<file path="src/rtl/memory_responder.sv">
// memory_responder
//   Single-port 2^ADR_W x DATA_W memory acting as the responder on the CPU
//   address/data buses. A request (read or write level strobe) is accepted
//   in IDLE, held through WAIT_CYCLES wait states, committed, and completed
//   with a four-phase ready handshake.
//
//   Handshake: the requester raises read or write and holds it. ready rises
//   once the access has completed and stays high until the requester drops
//   both strobes. The responder then returns to IDLE on the next edge, and
//   only then can it accept another request.
//
//   Optional feature: define PARITY_CHECK_EN to store an even-parity bit per
//   word and report read parity mismatches (adds inject_err / parity_err).
//
// Ports
//   clk, rst     clock, asynchronous active-high reset
//   adr_bus      access address, latched at acceptance
//   wr_data      write data, latched at acceptance
//   read, write  level request strobes; write wins when both are high
//   inject_err   (PARITY_CHECK_EN) invert the stored parity of this write
//   parity_err   (PARITY_CHECK_EN) read parity mismatch, valid with ready
//   rd_data      read data; holds until the next read completes
//   ready        access complete
//   busy         responder is not in IDLE
//   state_dbg    current FSM state (IDLE=0, ACCESS=1, DONE=2)
module memory_responder #(
  parameter int ADR_W       = 6,
  parameter int DATA_W      = 8,
  parameter int WAIT_CYCLES = 2
) (
  input  logic              clk,
  input  logic              rst,
  input  logic [ADR_W-1:0]  adr_bus,
  input  logic [DATA_W-1:0] wr_data,
  input  logic              read,
  input  logic              write,
`ifdef PARITY_CHECK_EN
  input  logic              inject_err,
  output logic              parity_err,
`endif
  output logic [DATA_W-1:0] rd_data,
  output logic              ready,
  output logic              busy,
  output logic [1:0]        state_dbg
);

  typedef enum logic [1:0] {
    IDLE   = 2'd0,
    ACCESS = 2'd1,
    DONE   = 2'd2
  } state_t;

  localparam logic [3:0] WAIT_LOAD = 4'(WAIT_CYCLES);

  state_t              state_q, state_d;
  logic [3:0]          cnt_q;
  logic [ADR_W-1:0]    adr_q;
  logic [DATA_W-1:0]   data_q;
  logic                op_wr_q;
  logic                accept;
  logic                commit;

  logic [DATA_W-1:0]   mem [2**ADR_W];

`ifdef PARITY_CHECK_EN
  logic                par_q;
  logic                mem_par [2**ADR_W];
`endif

  // Next-state logic. The first cycle spent in DONE is the commit cycle:
  // the memory access happens at the edge that ends it, which is also the
  // edge where ready rises. That places ready right after edge
  // E+WAIT_CYCLES+1 for a request sampled at edge E, including WAIT_CYCLES=0.
  always_comb begin
    state_d = state_q;
    accept  = 1'b0;
    commit  = 1'b0;
    case (state_q)
      IDLE: begin
        if (read || write) begin
          accept  = 1'b1;
          state_d = (WAIT_CYCLES == 0) ? DONE : ACCESS;
        end
      end
      ACCESS: begin
        if (cnt_q == 4'd1) state_d = DONE;
      end
      DONE: begin
        if (!ready)                  commit  = 1'b1;
        else if (!(read || write))   state_d = IDLE;
      end
      default: state_d = IDLE;
    endcase
  end

  always_ff @(posedge clk or posedge rst) begin
    if (rst) begin
      state_q    <= IDLE;
      cnt_q      <= 4'd0;
      adr_q      <= '0;
      data_q     <= '0;
      op_wr_q    <= 1'b0;
      ready      <= 1'b0;
      rd_data    <= '0;
`ifdef PARITY_CHECK_EN
      par_q      <= 1'b0;
      parity_err <= 1'b0;
`endif
    end else begin
      state_q <= state_d;
      // ready rises on the commit edge and falls on the edge leaving DONE.
      ready   <= (state_d == DONE) && (commit || ready);

      if (accept) begin
        adr_q   <= adr_bus;
        data_q  <= wr_data;
        op_wr_q <= write;
        cnt_q   <= WAIT_LOAD;
`ifdef PARITY_CHECK_EN
        par_q      <= (^wr_data) ^ inject_err;
        parity_err <= 1'b0;
`endif
      end else if (state_q == ACCESS) begin
        cnt_q <= cnt_q - 4'd1;
      end

      if (commit && !op_wr_q) begin
        rd_data    <= mem[adr_q];
`ifdef PARITY_CHECK_EN
        parity_err <= mem_par[adr_q] ^ (^mem[adr_q]);
`endif
      end
    end
  end

  // Storage array is deliberately not reset. commit is derived from the
  // reset state register, so no write can land while rst is held.
  always_ff @(posedge clk) begin
    if (commit && op_wr_q) begin
      mem[adr_q] <= data_q;
`ifdef PARITY_CHECK_EN
      mem_par[adr_q] <= par_q;
`endif
    end
  end

  assign busy      = (state_q != IDLE);
  assign state_dbg = state_q;

endmodule

</file>
<file path="config.mk">
export PLATFORM = sky130hd
export DESIGN_NAME = memory_responder
export DESIGN_NICKNAME = d
export VERILOG_FILES = /design/src/rtl/memory_responder.sv
export SDC_FILE = /design/constraint.sdc
export NUM_CORES = 1
export LEC_CHECK = 0
export ABC_AREA = 1
export CORE_MARGIN = 5
export CORE_UTILIZATION = 60
export CTS_BUF_LIST = sky130_fd_sc_hd__clkbuf_8
export CTS_CLUSTER_SIZE = 30
export DETAILED_ROUTE_END_ITERATION = 12
export HOLD_SLACK_MARGIN = 0.03
export PLACE_DENSITY_LB_ADDON = 0.2
export RECOVER_POWER = 25
export SYNTH_ARGS = -nofsm -noshare
export SYNTH_HDL_FRONTEND = slang
export SYNTH_SLANG_ARGS = --single-unit
</file>
<file path="constraint.sdc">
create_clock -name clk -period 6.1 [get_ports clk]
set_input_delay 0.61 -clock clk [delete_from_list [all_inputs] [get_ports clk]]
set_output_delay 0.61 -clock clk [all_outputs]
set_load 0.02 [all_outputs]
</file>
Yosys cells after proc, flatten, opt, wreduce, memory -nomap -nowiden
Memory sizes are Yosys's and may differ from the RTL's. A register that Yosys moved wholly into a read port is not among the register bits.
Cells that the tools add are included.
W data, S select, Z words.
{"block": "totals", "input_bits": 18, "memories": 1, "wordCells": 34, "ram_bits": 512, "output_inout_bits": 12, "latch_bits": 0, "ff_bits": 22, "mem_bits_ro": 0}
{"name": "mem", "depth": 64, "word_bits": 8, "read_ports": 1, "rd_clocked_by_memory_dff": 1, "wr": 1, "line_no": "63", "source": "logic [DATA_W-1:0] mem [2**ADR_W];"}
{"block": "op_classes", "magnitude_cmp": 0, "n_shift": 0, "bitwise": 0, "mux": 13, "div_mod_pow": 0, "n_eq_ne": 4, "add_sub_neg": 1, "n_reduce_logical": 9, "mul": 0}
{"cell": "$mux W2", "n": 4}
{"cell": "$mux W4", "n": 2}
{"cell": "$mux W1", "n": 6}
{"cell": "$pmux W2 S3", "n": 1}
{"cell": "$eq A2 B2 Y1 const B", "n": 2}
{"cell": "$eq A4 B1 Y1 const B", "n": 1}
{"cell": "$reduce_bool A2 Y1", "n": 2}
{"cell": "$sub A4 B1 Y4 const B", "n": 1}
{"cell": "$logic_and A1 B1 Y1", "n": 3}
{"cell": "$eq A2 B1 Y1 const B", "n": 1}
{"cell": "$logic_not A2 Y1", "n": 1}
{"cell": "$logic_or A1 B1 Y1", "n": 2}
{"cell": "$logic_not A1 Y1", "n": 1}

Logic depth before layout (Yosys ltp)
Gate-level depths: netlist of the first run.
{"block": "depth", "word_depth": 6, "mapped_depth": 13, "mapped_depth_nobuf": 10}

Worst setup path after synthesis of the first run
No wires, ideal clock.
{"block": "synth_timing", "path_type": "reg2reg", "start": "register state_q[0] (netlist: state_dbg[0])", "end": "memory mem[0][0] (enable)", "t_required_ps": 5729, "synth_period_minus_slack_ps": 2148, "path_slack_ps": 3952, "n_path_buf": 0, "t_arrival_ps": 1778, "setup_ps": 371, "stages_incl_launch_ff": 8, "path_cell_list": "dfrtp_1 -> inv_1 -> nand2_1 -> nor2_1 -> inv_1 -> nor2_1 -> nand3_1 -> nor2_1"}
{"block": "synth_via", "elab_chain_cells": 5}
{"element": "start, declared", "line_no": "55", "source": "state_t state_q, state_d;"}
{"element": "start signal, assigned", "line_no": "110", "source": "state_q <= state_d;"}
{"element": "$eq A2 B2 Y1", "line_no": "78", "source": "case (state_q)"}
{"element": "$mux W1", "line_no": "78"}
{"element": "$logic_and A1 B1 Y1", "line_no": "139", "source": "if (commit && op_wr_q) begin"}
{"element": "$mux W1", "line_no": "139"}
{"element": "$mux W1 (not written as such)", "line_no": "140", "source": "mem[adr_q] <= data_q;"}
{"element": "end, declared", "line_no": "63"}
No other way between the ends.

Worst setup path in the final report of the first run
{"block": "layout_timing", "start": "register adr_q[0]", "end": "memory mem[5][3] (enable)"}
{"element": "start, declared", "line_no": "57", "source": "logic [ADR_W-1:0] adr_q;"}
{"element": "start signal, assigned", "line_no": "115", "source": "adr_q <= adr_bus;"}
Straight into the memory's write port.

==> results of run 1 <==
-- through the flow --
stage / util, % / cells / setup slack [ns] / hold WS, ns / power [W]
6_report: 66.10 / 2797 / 2.420 / 0.5012 / 0.01124
2_1_floorplan: - / 2167 / 3.952 / 0.4577 / 0.007113
3_5_place_dp: 61.85 / 2635 / 2.403 / 0.4929 / 0.008270
5_1_grt: 66.10 / 2797 / 2.182 / 0.5158 / 0.01177
3_3_place_gp: 61.85 / 2635 / 2.533 / 0.4787 / 0.008210
4_1_cts: 66.19 / 2797 / 2.399 / 0.3550 / 0.01122
-- report_power, final --
group,internal (W),switching [W]
Sequential,0.00473,0.000724
Combinational,0.000784,0.00204
Clock,0.00156,0.00141
-- cells in the mapped netlist, drive strengths merged --
cell type,instances,area (sq um)
nand4,1,6.260
nor3,9,111.4
nand3,166,830.8
o21ai,78,390.4
ha,2,25.02
edfxtp,512,15370
nand2,561,2106
or2,34,212.7
dfrtp,30,750.7
inv,387,1463
clkbuf,18,67.56
buf,73,435.4
o211ai,71,533.0
nor2,223,839.6
a21oi,2,10.01
-- how the worst max path moves through the flow --
stage                 startpoint    endpoint  slack (ns)  depth (start not counted)
finish                  adr_q[0]   mem[5][3]        2.42                          3
global route            adr_q[0]  mem[49][6]        2.18                          3
CTS                     adr_q[0]  mem[57][5]        2.40                          3
detailed placement      adr_q[0]  mem[57][0]        2.40                          3
global placement        adr_q[0]   mem[9][1]        2.53                          3
floorplan           state_dbg[0]   mem[0][0]        3.95                          7
-- layer usage --
| metal | part of all wire, % | track usage [%] | vias to the layer above |
|---|---|---|---|
| met3 | 8.0 | 4.598 | 136 |
| met1 | 42 | 37.26 | 7120 |
| met2 | 46 | 40.44 | 693 |
| met5 | 0 | 0 | - |
| met4 | 3.7 | 10.15 | 0 |
| li1 | - | - | 7118 |
-- logic make-up (layout without fill, tap and decap cells) --
logic type               after synthesis  count (layout)  share of synthesized area, %
AND/OR/NAND/NOR                      994             994                         17.73
flip-flops                           542             542                         69.64
buffers and inverters                478             590                         8.489
AO/OA/AOI/OAI                        151             151                         4.031
adder cells (fa/ha/maj)                2               2                        0.1080
-- state kept, by name, summed over array words and instances (netlist names) --
signal     count
data_q         8
adr_q          6
mem          512
ready          1
op_wr_q        1
state_dbg      2
cnt_q          4
rd_data        8
-- final cells by class --
class / instances / area share (%)
clock inverter: 67 / 1.416
clock buffer: 95 / 5.154
multi-input combinational: 1147 / 20.05
tap: 518 / 2.555
sequential: 542 / 63.60
inverter: 387 / 5.766
timing repair buffer: 41 / 1.455
==> flow_summary.ini, run 1 <==
[run_status]
status = finished, violations left
violations = max-capacitance violations, max-slew violations

[clocking]
insertion_delay_ns = 0.65
cts_sinks = 542
ctsResizeCount = 0
holdBufCountCts = 0
numCtsBuffers = 87
cts-htree-levels = 3
tritoncts = yes
clockBufferDepth = 3
root_buffer = clkbuf_8
clk_pin_slew_ns = 0.06
postCtsSetupRepairBufs = 0

[global_routing]
overflow = 0
track_usage_pct = 26.06
grt_max_degree = 110
antenna_found_initial = 0
grt_pass1_vias = 14450
grt_pass1_wl_um = 83380

[placement]
place_area_sq_um = 23740
gp_congestion = 0.9036
post-dp-hpwl_um = 31010
port-buffer-count = 29

[layout]
final_nets = 2226
layout_commonest_cell = nand2_1
multi_input_area_sq_um = 5087
layout.area.seq_sq_um = 16130
fin_area_sq_um = 25370
fillers = 2995
diodes = 0
drive_gt1_share_pct = 7.591
final_cell_mix = nand2_1, edfxtp_1, inv_1
area_growth_pct = 9.553

[route]
drt_iter0_drc = 1743
ant_nets = 0
drt-wirelength-per-cell_um = 19.45
wl_um = 54390
vias_per_cell = 5.387
drc = 0
via_count = 15070
firstDrtPassIters = 5

[sta]
fin_skew_ns = 0.02631
grt_setup_unrepaired = no
tns_ns = 0
post-route-period-util_pct = 60.32
setup_viol = 0
slew_viol_final = 493
hold_violations = 0
worstMarginPinSlew_ns = 3.611
fmax_mhz = 271.8
timing.slew.headroom_pct = -140.7
min_period_ns = 3.680

[critical_path]
reg2regPathDepth = 3
r2r_setup_slack_ns = 2.42
crit_path_top_delay_cell = buf_4
timing.rr.start = adr_q[0]
critPathLaunchType = register
path_class = reg2reg
worstPathCellList = buf_4, nand3_1, nor2_1
crit_required_ns = 6.37
arrival_ns = 3.94
r2r-end = mem[5][3]
path_max_fanout = 109
critical_path_buf_inv_count = 1
cpPeakStageDelay_ns = 0.89
crit_path_end_kind = register
path_delay_family = simple AND/OR/NAND/NOR gates

[min_path]
hp-class = reg2reg
holdPathEnd = cnt_q[2]
hold_depth = 1
hp-start = cnt_q[2]

[floorplan]
design.die.area_sq_um = 42620
fp.dieW_um = 206.5
core_area_sq_um = 38380
initial_utilization_pct = 60.34
num_rows = 72
io_pins = 30
die_h_um = 206.5

[power]
power_density_nw_per_um2 = 443.3
ir_drop_mv = 0.3345
power_leakage_nw = 10.60

[synth]
synth_cell_types = 25
ys_ff_latch = 542
synth_fp_nets = 2187
syn_area_sq_um = 23160
ys_warn_count = 0
netlist_instances = 2167
synth_area_per_cell_sq_um = 10.69
ys_seq_area_share_pct = 69.64

[flow_run]
cap_violations = 8
No activity file was read; power rests on OpenSTA's default activity.
==> inputs of run 2 (changes only) <==
clock period = 3.6 ns   (was 6.1 ns; I/O delays follow)
==> flow_summary.ini, run 2 (same netlist as run 1, synthesis figures left out) <==
[critical_path]
path_class = reg2reg
crit_required_ns = 3.87
crit_path_end_kind = register
path_max_fanout = 43
critPathLaunchType = register
arrival_ns = 3.16

[layout]
fillers = 2966
drive_gt1_share_pct = 8.435
final_nets = 2260
area_growth_pct = 10.45
final_cell_mix = nand2_1, edfxtp_1, inv_1
layout_commonest_cell = nand2_1
largest_register_ffs = 512
reg.largest.list = mem: 512 flops, data_q: 8 flops, rd_data: 8 flops
top_register = mem
instances_no_fill = 2818
diodes = 0

[global_routing]
met1_usage_pct = 36.45
grt_pass1_wl_um = 85040
grt_max_degree = 206
grt_use_met2_pct = 43.31
antenna_found_initial = 0
track_usage_pct = 26.60
grt_pass1_vias = 14900
use_met3_pct = 5.178
overflow = 0
grt_busiest_layer = met2

[clocking]
insertion_delay_ns = 0.65
holdBufCountCts = 0
clockBufferDepth = 3
tritoncts = yes
cts-htree-levels = 3
root_buffer = clkbuf_8
postCtsSetupRepairBufs = 0
clk_pin_slew_ns = 0.06
ctsResizeCount = 0
numCtsBuffers = 86
cts_sinks = 542

[route]
via_count = 15120
drc = 0
vias_per_cell = 5.367
drt-wirelength-per-cell_um = 19.68
drt_iter0_drc = 1602
wl_um = 55460
firstDrtPassIters = 6
ant_nets = 0

[power]
clock_power_share_pct = 25.7
p_sw_w = 0.007108
ir_drop_mv = 0.5319
power_leakage_nw = 10.74
p_int_w = 0.01194
swShare_pct = 37.31
p_comb_share_pct = 28.5
power_density_nw_per_um2 = 744.8
finalPower_w = 0.01905
seq_power_share_pct = 45.7

[sta]
grt_setup_unrepaired = no
hold-worst-slack_ns = 0.2610
timing.slew.headroom_pct = -20.15
fmax_mhz = 345.6
slew_viol_final = 155
hold_violations = 0
tns_ns = 0
post-route-period-util_pct = 80.36
worstMarginPinSlew_ns = 1.802
min_period_ns = 2.893
fin_skew_ns = 0.03061
fin_ws_ns = 0.7069
setup_viol = 0

[run_status]
status = finished, violations left
violations = max-capacitance violations, max-slew violations

[placement]
post-dp-hpwl_um = 33470
port-buffer-count = 29
gp_congestion = 0.8798
dp_cells = 2670
dp_slack_ns = 0.7036

[floorplan]
num_rows = 72
die_h_um = 206.5
core_area_sq_um = 38380
initial_utilization_pct = 60.34
fp.dieW_um = 206.5
design.die.area_sq_um = 42620
io_pins = 30

[flow_run]
cap_violations = 4

[min_path]
hp-class = in2reg
==> run 2: cell types whose count changed in the layout (fill, tap and decap cells not counted), moves of 2 or more <==
cell / before / now
clkbuf_1: 3 / 5
clkinv_1: 19 / 16
buf_4: 9 / 38
buf_12: 0 / 4
dfrtp_1: 27 / 29
clkinvlp_4: 4 / 2
clkbuf_8: 95 / 92
clkinv_2: 11 / 5
==> run 2: layout make-up <==
cell class	count	area (sq um)	share of cell area, %
sequential	542	16130	63.06
multi-input combinational	1147	5087	19.89
inverter	387	1463	5.719
clock buffer	92	1266	4.951
timing repair buffer	76	674.4	2.637
tap	518	648.1	2.534
clock inverter	56	307.8	1.203
==> run 2: power groups by stage <==
stage / registers, W / clock network (W) / logic [W]
4_1_cts: 0.00872 / 0.00497 / 0.00543
3_3_place_gp: 0.00882 / 0 / 0.00531
6_report: 0.00871 / 0.00490 / 0.00544
5_1_grt: 0.00877 / 0.00527 / 0.00596
2_1_floorplan: 0.00864 / 0 / 0.00341
3_5_place_dp: 0.00884 / 0 / 0.00540
==> run 2: layer usage <==
| layer | up-vias | wire (um) | part of all wire [%] |
|---|---|---|---|
| li1 | 7168 | - | - |
| met1 | 7200 | 22430 | 40 |
| met2 | 651 | 26940 | 49 |
| met3 | 105 | 4584 | 8.3 |
| met4 | 0 | 1506 | 2.7 |
| met5 | - | 0 | 0 |
==> run 2: critical path: stages, from the launching register on <==
cell	delay, ns
dfrtp_4	0.66
inv_4	0.35
nand3_1	0.66
nor2_1	0.82
==> run 2: path summary, 6_finish.rpt <==
kind	from	to	slack, ns	cells after the start
max in group asynchronous	rst	rd_data[5]	2.15	3
min	wr_data[1]	data_q[1]	0.26	3
max reg2reg	adr_q[0]	mem[16][0]	0.71	3
min reg2reg	cnt_q[2]	cnt_q[2]	0.51	1
min in group asynchronous	rst	data_q[1]	0.33	2
max	adr_q[0]	mem[16][0]	0.71	3
==> run 2: metrics by stage <==
step | util, % | cell area (sq um)
finish | 66.64 | 25580
global route | 66.64 | 25580
CTS | 66.72 | 25600
detailed placement | 62.62 | 24030
global placement | 62.62 | 24030
floorplan | - | 23160
==> inputs of run 3 (changes only) <==
clock period = 2.9 ns   (was 3.6 ns; I/O delays follow)
==> flow_summary.ini, run 3 (same netlist as run 1, synthesis figures left out) <==
[global_routing]
grt_pass1_wl_um = 85500
overflow = 0
grt_max_degree = 130
grt_pass1_vias = 14880
track_usage_pct = 26.63
antenna_found_initial = 0

[placement]
dp_slack_ns = 0.4608
post-dp-hpwl_um = 35140
port-buffer-count = 29
gp_congestion = 0.9108

[route]
via_count = 15520
wl_um = 55980
drt_iter0_drc = 1461
drc = 0
ant_nets = 0
vias_per_cell = 5.360
firstDrtPassIters = 6
drt-wirelength-per-cell_um = 19.34

[floorplan]
num_rows = 72
core_area_sq_um = 38380
initial_utilization_pct = 60.34
design.die.area_sq_um = 42620
io_pins = 30
fp.dieW_um = 206.5
die_h_um = 206.5

[critical_path]
crit_required_ns = 3.23
crit_start = state_dbg[0]
reg2regPathDepth = 10
path_class = reg2reg
path_max_fanout = 8
arrival_ns = 2.80
r2r_setup_slack_ns = 0.44
critPathLaunchType = register
timing.rr.start = state_dbg[0]
critPathCapture = mem[21][7]
crit_path_end_kind = register
r2r-end = mem[21][7]

[power]
seq_power_share_pct = 44.4
p_sw_w = 0.008866
ir_drop_mv = 0.7639
p_comb_share_pct = 30.4
power_leakage_nw = 11.14
swShare_pct = 37.18
power_density_nw_per_um2 = 910.5
clock_power_share_pct = 25.2
p_int_w = 0.01498

[layout]
largest_register_ffs = 512
drive_gt1_share_pct = 11.15
diodes = 0
final_nets = 2330
fillers = 2840
area_growth_pct = 13.12
final_cell_mix = nand2_1, edfxtp_1, inv_1
top_register = mem
layout_commonest_cell = nand2_1
reg.largest.list = mem: 512 flops, data_q: 8 flops, rd_data: 8 flops

[clocking]
holdBufCountCts = 0
cts_sinks = 542
tritoncts = yes
cts-htree-levels = 3
root_buffer = clkbuf_8
numCtsBuffers = 88
ctsResizeCount = 0
clk_pin_slew_ns = 0.06
insertion_delay_ns = 0.64
postCtsSetupRepairBufs = 0
clockBufferDepth = 3

[sta]
fin_ws_ns = 0.4355
worstMarginPinSlew_ns = 1.478
post-route-period-util_pct = 84.98
fmax_mhz = 405.8
tns_ns = 0
slew_viol_final = 0
setup_viol = 0
grt_setup_unrepaired = no
fin_skew_ns = 0.03876
timing.slew.headroom_pct = 1.472
min_period_ns = 2.465
hold_violations = 0

[flow_run]
cap_violations = 0

[min_path]
hp-class = in2reg

[run_status]
status = finished clean
[run 3: changes by cell type in the layout (fill, tap and decap cells not counted), moves of 2 or more]
| cell | change |
|---|---|
| clkinv_2 | +2 |
| buf_12 | +8 |
| clkinv_1 | +7 |
| buf_4 | +60 |
[run 3: per-stage QoR]
stage / hold slack [ns] / cells / power [W] / utilization (%) / instance area [sq um]
floorplan: 0.3808 / 2167 / 0.01496 / - / 23160
global placement: 0.4770 / 2738 / 0.01780 / 64.24 / 24650
detailed placement: 0.4853 / 2738 / 0.01794 / 64.24 / 24650
CTS: 0.1515 / 2895 / 0.02391 / 68.36 / 26230
global route: 0.1810 / 2895 / 0.02500 / 68.25 / 26190
finish: 0.1946 / 2895 / 0.02385 / 68.25 / 26190
[run 3: how the worst min path moves through the flow]
stage,cells after the start,slack (ns),end,start
after floorplan,1,0.38,adr_q[0],rst
after global placement,1,0.48,cnt_q[2],cnt_q[2]
after detailed placement,1,0.49,cnt_q[2],cnt_q[2]
after CTS,3,0.15,data_q[2],wr_data[2]
after global routing,3,0.18,data_q[2],wr_data[2]
final,3,0.19,data_q[2],wr_data[2]
[run 3: routing by layer]
metal	share of wire, %	wire (um)	vias to the layer above	GRT usage [%]
met4	3.3	1841	0	10.60
li1	-	-	7316	-
met2	48	26740	706	42.59
met5	0	0	-	0
met1	41	22780	7378	36.89
met3	8.2	4617	117	4.550
[run 3: final cells by class]
class	instances	area, sq um	share of cell area [%]
clock buffers	91	1252	4.781
clock inverters	66	326.6	1.247
inverters	387	1463	5.584
multi-input cells	1147	5087	19.42
flip-flops and latches	542	16130	61.58
well taps	518	648.1	2.474
repair buffers	144	1286	4.910
[run 3: critical path, stage by stage (launching register included)]
cell     delay, ns
dfrtp_1       0.39
inv_1         0.09
nand2_1       0.07
nor2_1        0.12
inv_1         0.08
nor2_1        0.10
buf_4         0.21
nand3_1       0.45
buf_4         0.34
nor2_1        0.11
buf_4         0.19
[run 3: power groups by stage]
stage          clock network (W)  logic (W)  registers (W)
3_3_place_gp                   0    0.00707         0.0107
4_1_cts                  0.00610    0.00722         0.0106
3_5_place_dp                   0    0.00719         0.0107
2_1_floorplan                  0    0.00423         0.0107
5_1_grt                  0.00647    0.00789         0.0106
6_report                 0.00601    0.00725         0.0106
